[src/rtl/ifu_fetch.sv]
// rtl/ifu_fetch.sv - instruction fetch unit: owns the PC, one outstanding memory read,
// holds each fetched instruction until decode accepts it, then redirects or halts.
module ifu_fetch #(
   parameter logic [31:0] RESET_PC = 32'h8000_0000
) (
   input  logic        clk,
   input  logic        rst,
   output logic        mem_req_valid,
   output logic [31:0] mem_req_addr,
   input  logic        mem_req_ready,
   input  logic        mem_resp_valid,
   input  logic [31:0] mem_resp_data,
   output logic        inst_valid,
   output logic [31:0] inst,
   output logic [31:0] inst_pc,
   input  logic        inst_ready,
   input  logic        jump,
   input  logic [31:0] jump_addr,
   input  logic        stop,
   output logic        halted,
   output logic [31:0] retire_cnt
);

   localparam logic [2:0] S_IDLE = 3'd0;
   localparam logic [2:0] S_REQ  = 3'd1;
   localparam logic [2:0] S_WAIT = 3'd2;
   localparam logic [2:0] S_HOLD = 3'd3;
   localparam logic [2:0] S_HALT = 3'd4;

   logic [2:0]  r_state;
   logic [31:0] r_pc;
   logic [31:0] r_inst;
   logic [31:0] r_inst_pc;
   logic [31:0] r_retire_cnt;
   logic        r_req_valid;
   logic        r_inst_valid;
   logic        r_halted;

   logic [2:0]  w_state_nxt;
   logic        w_req_fire;
   logic        w_resp_take;
   logic        w_accept;
   logic [31:0] w_pc_nxt;
   logic        w_unused;

   assign w_req_fire  = (r_state == S_REQ)  & mem_req_ready;
   assign w_resp_take = (r_state == S_WAIT) & mem_resp_valid;
   assign w_accept    = (r_state == S_HOLD) & inst_ready;

   // Instructions are word aligned (no compressed ISA), so the redirect's low bits are dropped.
   assign w_pc_nxt = jump ? {jump_addr[31:2], 2'b00} : r_pc + 32'd4;
   assign w_unused = ^jump_addr[1:0];

   always_comb begin
      w_state_nxt = r_state;
      case (r_state)
         S_IDLE:  w_state_nxt = S_REQ;
         S_REQ:   if (w_req_fire)  w_state_nxt = S_WAIT;
         S_WAIT:  if (w_resp_take) w_state_nxt = S_HOLD;
         S_HOLD:  if (w_accept)    w_state_nxt = stop ? S_HALT : S_REQ;
         S_HALT:  w_state_nxt = S_HALT;
         default: w_state_nxt = S_IDLE;
      endcase
   end

   // Handshake flags are registered from the next state so every output comes straight off a flop.
   always_ff @(posedge clk or negedge rst) begin
      if (!rst) begin
         r_state      <= S_IDLE;
         r_req_valid  <= 1'b0;
         r_inst_valid <= 1'b0;
         r_halted     <= 1'b0;
      end else begin
         r_state      <= w_state_nxt;
         r_req_valid  <= (w_state_nxt == S_REQ);
         r_inst_valid <= (w_state_nxt == S_HOLD);
         r_halted     <= (w_state_nxt == S_HALT);
      end
   end

   always_ff @(posedge clk or negedge rst) begin
      if (!rst) begin
         r_pc         <= RESET_PC;
         r_inst       <= 32'd0;
         r_inst_pc    <= 32'd0;
         r_retire_cnt <= 32'd0;
      end else begin
         if (w_resp_take) begin
            r_inst    <= mem_resp_data;
            r_inst_pc <= r_pc;
         end
         if (w_accept) begin
            r_retire_cnt <= r_retire_cnt + 32'd1;
            if (!stop) r_pc <= w_pc_nxt;
         end
      end
   end

   assign mem_req_valid = r_req_valid;
   assign mem_req_addr  = r_pc;
   assign inst_valid    = r_inst_valid;
   assign inst          = r_inst;
   assign inst_pc       = r_inst_pc;
   assign halted        = r_halted;
   assign retire_cnt    = r_retire_cnt;

endmodule

[config.mk]
export PLATFORM = sky130hd
export DESIGN_NAME = ifu_fetch
export DESIGN_NICKNAME = d
export VERILOG_FILES = /design/src/rtl/ifu_fetch.sv
export SDC_FILE = /design/constraint.sdc
export NUM_CORES = 1
export LEC_CHECK = 0
export CAP_MARGIN = 20
export CORE_MARGIN = 2
export CORE_UTILIZATION = 49
export CTS_CLUSTER_SIZE = 28
export DETAILED_ROUTE_END_ITERATION = 12
export GPL_TIMING_DRIVEN = 0
export PLACE_DENSITY = 0.85
export SLEW_MARGIN = 5
export SYNTH_ARGS = -nofsm -noshare
export SYNTH_HDL_FRONTEND = slang
export SYNTH_SLANG_ARGS = --single-unit
export TNS_END_PERCENT = 20
[constraint.sdc]
create_clock -name clk -period 3.91 [get_ports clk]
set_input_delay 0.5865 -clock clk [delete_from_list [all_inputs] [get_ports clk]]
set_output_delay 0.5865 -clock clk [all_outputs]
set_load 0.1 [all_outputs]
==> results of run 1 <==
## logic make-up after synthesis
logic type,after synthesis
DFF,130
AOI/OAI and AO/OA,94
and+or+nand+nor,171
adders and majority gates,2
buffers and inverters,40
other,1
xor gates and xnor gates,31
muxes,66
## cell usage after synthesis (2+ instances only)
master	instances
a21oi_1	30
a22o_1	2
a22oi_1	2
a2bb2oi_1	2
a31o_2	4
a31oi_1	5
a32oi_1	2
and3_1	9
and4_1	5
and4b_1	2
buf_1	4
buf_2	2
buf_4	5
clkbuf_1	19
dfrtp_1	129
ha_1	2
inv_1	10
mux2_2	63
mux2i_1	3
nand2_1	37
nand3_1	28
nand4_1	13
nor2_1	35
nor3_1	17
nor3_2	5
nor3b_1	3
o21a_1	4
o21ai_0	25
o22a_1	4
o22ai_1	6
or2_2	3
or4_1	4
xnor2_1	17
xor2_1	14
## registers in the layout, indices dropped and copies added, names as in the netlist
signal	cells
r_state	3
inst_pc	30
retire_cnt	32
mem_req_valid	1
halted	1
inst_valid	1
inst	32
mem_req_addr	30
## layer usage
layer / wire length, um / GRT usage / up-vias
li1: - / - / 2374
met1: 6680 / 0.316 / 2618
met2: 8610 / 0.451 / 299
met3: 1290 / 0.0715 / 51
met4: 446 / 0.120 / 0
met5: 0 / 0 / -
## final timing paths
kind	depth (start not counted)	startpoint	end	slack, ps
max	1	mem_req_addr[31]	mem_req_addr[31]	1180
min	1	rst	inst_pc[25]	70
max reg2reg	5	r_state[2]	mem_req_addr[8]	1560
min reg2reg	1	retire_cnt[31]	retire_cnt[31]	480
max in group asynchronous	2	rst	mem_req_addr[2]	3060
min in group clk	1	retire_cnt[31]	retire_cnt[31]	480
## through the flow
stage	worst slack, ps	std cells	hold slack [ps]
floorplan	1320	538	291
global placement	-2740	880	459
detailed placement	1040	881	476
CTS	1140	913	72.7
global route	1140	913	91.0
finish	1180	913	73.2
## layout by cell type, fill, tap and decap left out, types with 8 or more instances in the layout
master,instances
clkbuf_1,20
xnor2_1,17
clkinv_2,8
nand3_1,28
clkbuf_16,17
a21oi_1,30
nand4_1,13
xor2_1,14
o21ai_0,25
nor2_1,35
mux2_2,63
nor3_1,17
nand2_1,37
and3_1,9
clkdlybuf4s50_1,194
inv_1,10
dfrtp_1,129
## layout make-up
type | instances | area share
Sequential cell | 130 | 0.375
Clock inverter | 11 | 0.00721
Buffer | 30 | 0.0154
Clock buffer | 21 | 0.0542
Multi-Input combinational cell | 368 | 0.294
Inverter | 10 | 0.00433
Tap cell | 147 | 0.0212
Timing Repair Buffer | 196 | 0.228
==> flow_summary.yaml, run 1 <==
status:
  status: "complete, no violations"
layout:
  regArea_um2: 3250
  finalNetCount: 826
  syn2layout_area_growth_pct: 45.4
  final_util: 0.725
  multi_input_area_um2: 2550
  stdcell_area_um2: 8680
  n_antenna_cell: 0
  fillers: 839
  drive_gt1_frac: 0.159
setup_path:
  cp_cell_sequence: "clkdlybuf4s50_1"
  end_kind: "output pin"
  crit_arrival_ps: 2150
  slowest_stage: "clkdlybuf4s50_1"
  start_kind: "flip-flop"
  cpLargestDelayFamily: "buffers and inverters"
  path_max_fanout: 5
  critPathMaxStageDelay_ps: 1160
  worstSetupPathType: "reg2out"
  cp.required_ps: 3320
  worst-path-buf-inv: 1
floorplan:
  io_pins: 202
  core_um2: 12000
  die_x_um: 114
  die_h_um: 114
  start_util: 0.499
  num_rows: 40
  die_area_um2: 13100
synthesis:
  synth_top_area_frac: 0.541
  synth_edf_count: 0
  yosys-mux-area-fraction: 0.124
  synth_compound_area_frac: 0.0979
  async_reset_ff_frac: 1.00
  synth_top_area_cell: "dfrtp_1"
  synth_adder_area_share: 0.00419
  synthTopCellsByArea: "dfrtp_1, mux2_2, a21oi_1"
  synth_top_family_by_area: "simple AND/OR/NAND/NOR gates"
  synth_ff_type: "dfrtp_1"
  synth_xor_area_frac: 0.0455
  ys_warn_count: 0
  synthSimpleGateAreaFrac: 0.154
  ys_ff_latch: 130
  synthesis.instances: 535
  syn-cell-area_um2: 5970
  syn_area_per_cell_um2: 11.2
  ys_seq_area_frac: 0.545
  synth_cell_types: 54
drt:
  firstDrtPassIters: 5
  wirelength_mm: 17.0
  drc: 0
  first_iter_violations: 426
  antenna_left: 0
  via_count: 5342
  viasPerCell: 5.85
  wl_per_cell_um: 18.6
clocking:
  cts_buffer_depth: 2
  cts_num_sinks: 130
  root_buffer: "clkbuf_16"
  hold_buffers: 0
  cts_setup_buffers: 0
  clkTransAtPathRegs_ps: 60
  h-tree-depth: 4
  cts_made_buffers: 17
  cts_tree: "yes"
  post_cts_resized: 0
  clkLatencyLatePin_ps: 420
timing:
  clock_skew_ps: 7.92
  slew_violations: 0
  hold_violations: 0
  worst_pin_slew_ps: 1040
  fmax_mhz: 366
  fin_crit_sh: 0.699
  tns_ps: 0
  period_needed_ps: 2730
  setup_violations: 0
  relSlewSlack: 0.304
  rsz0062_at_grt: "no"
grt:
  grt_max_degree: 94
  track_usage: 0.265
  grt_overflow_total: 0
  antenna_found_initial: 0
  grt_pass1_wl_mm: 26.8
  grt_pass1_vias: 5334
place:
  gp_congestion: 0.898
  port_buffers: 195
  dpl.hpwl_mm: 11.8
  postPlaceCellArea_um2: 8140
worst_hold_path:
  worstHoldPathType: "in2async"
run:
  cap_violations: 0
Power of run 1 is left out: the tool's default activity adds up to more than one toggle a clock period on the data nets, which glitch-free logic cannot reach.
==> run 2: changes to the inputs <==
- CORE_UTILIZATION: 49 -> 41
- PLACE_DENSITY: 0.85 -> 0.76
- clock period: 3.91 -> 2.3 ns (I/O delays scaled with it)
==> run 2 against run 1 <==
Effect of this change: worst setup slack got worse by 1100 ps; clock skew fell by 0.52 ps; wire length shrank 1.6%; critical endpoint is now inst[4].
==> flow_summary.yaml, run 2 (same netlist as run 1, synthesis figures left out) <==
timing:
  fin_crit_sh: 0.982
  relSlewSlack: 0.319
  fmax_mhz: 443
  slew_violations: 0
  hold_violations: 0
  period_needed_ps: 2260
  clock_skew_ps: 7.40
  hold_ws_ps: 469
  setup_violations: 0
  worst_pin_slew_ps: 1020
  rsz0062_at_grt: "no"
place:
  port_buffers: 195
  dpl.hpwl_mm: 12.1
  gp_congestion: 0.913
setup_path:
  timing.rr.start: "r_state[2]"
  start_kind: "flip-flop"
  end_kind: "output pin"
  worst-path-buf-inv: 1
  critPathMaxStageDelay_ps: 1150
  cpLargestDelayFamily: "buffers and inverters"
  worstSetupStartpoint: "inst[4]"
  cp_cell_sequence: "clkdlybuf4s50_1"
  path_max_fanout: 2
  slowest_stage: "clkdlybuf4s50_1"
  worstSetupPathType: "reg2out"
  crit_arrival_ps: 1910
  cp.required_ps: 1960
layout:
  n_antenna_cell: 0
  final_common_cell: "clkdlybuf4s50_1"
  mostFrequentLayoutCells: "clkdlybuf4s50_1, dfrtp_1, mux2_2, dlygate4sd2_1, nand2_1"
  regArea_um2: 3300
  finalNetCount: 827
  fillers: 1145
  multi_input_area_um2: 2550
  drive_gt1_frac: 0.214
  syn2layout_area_growth_pct: 48.5
clocking:
  cts_setup_buffers: 0
  clkLatencyLatePin_ps: 410
  cts_tree: "yes"
  cts_buffer_depth: 2
  cts_made_buffers: 17
  root_buffer: "clkbuf_16"
  clkTransAtPathRegs_ps: 50
  h-tree-depth: 4
  cts_num_sinks: 130
grt:
  grt_overflow_total: 0
  grt_pass1_wl_mm: 27.3
  antenna_found_initial: 0
  grt_pass1_vias: 5342
  track_usage: 0.221
  grt_max_degree: 70
floorplan:
  die_h_um: 125
  die_x_um: 125
  num_rows: 44
  core_um2: 14400
  die_area_um2: 15500
  io_pins: 202
  start_util: 0.415
drt:
  drc: 0
  viasPerCell: 5.51
  wirelength_mm: 16.8
  first_iter_violations: 359
  antenna_left: 0
  via_count: 5239
  wl_per_cell_um: 17.6
  firstDrtPassIters: 5
status:
  status: "complete, no violations"
run:
  cap_violations: 0
worst_hold_path:
  worstHoldPathType: "in2async"
==> run 2: what timing repair did <==
| action | CTS | global route |
|---|---|---|
| hold buffers | 1 | 0 |
| hold endpoints to repair | 61 | 0 |
| gates cloned | 0 | 0 |
| resized for setup | 57 | 27 |
| endpoints found under the setup margin | 62 | 57 |
==> run 2: metal layers <==
metal,global-route usage,routed length (um)
met1,0.280,6760
met4,0.0932,397
met2,0.359,8320
met3,0.0597,1270
met5,0,0
==> run 2: final cells by class <==
cell class	instances	area share
Buffer	30	0.0161
Clock buffer	23	0.0562
Clock inverter	9	0.0143
Inverter	10	0.00424
Multi-Input combinational cell	368	0.288
Sequential cell	130	0.372
Tap cell	184	0.0260
Timing Repair Buffer	197	0.222
==> run 2: final timing paths <==
check	endpoint	slack (ps)	cells past startpoint
min in group clk	retire_cnt[31]	470	1
setup reg to reg	retire_cnt[31]	120	5
hold reg to reg	retire_cnt[31]	470	1
setup / recovery	inst[4]	40	1
hold / removal	retire_cnt[7]	470	2
max in group asynchronous	mem_req_addr[3]	1060	3
==> run 2: metrics by stage <==
step	instance area, um^2	cells	setup TNS, ps	setup WS (ps)	utilization
global route	8860	951	0	0.367	0.617
global placement	8200	917	-568930	-4630	0.571
floorplan	6020	538	-0.274	-0.274	-
CTS	8800	951	0	0.296	0.612
detailed placement	8230	918	-19140	-310	0.573
finish	8860	951	0	42.4	0.617
Power of run 2 is left out for the same reason.
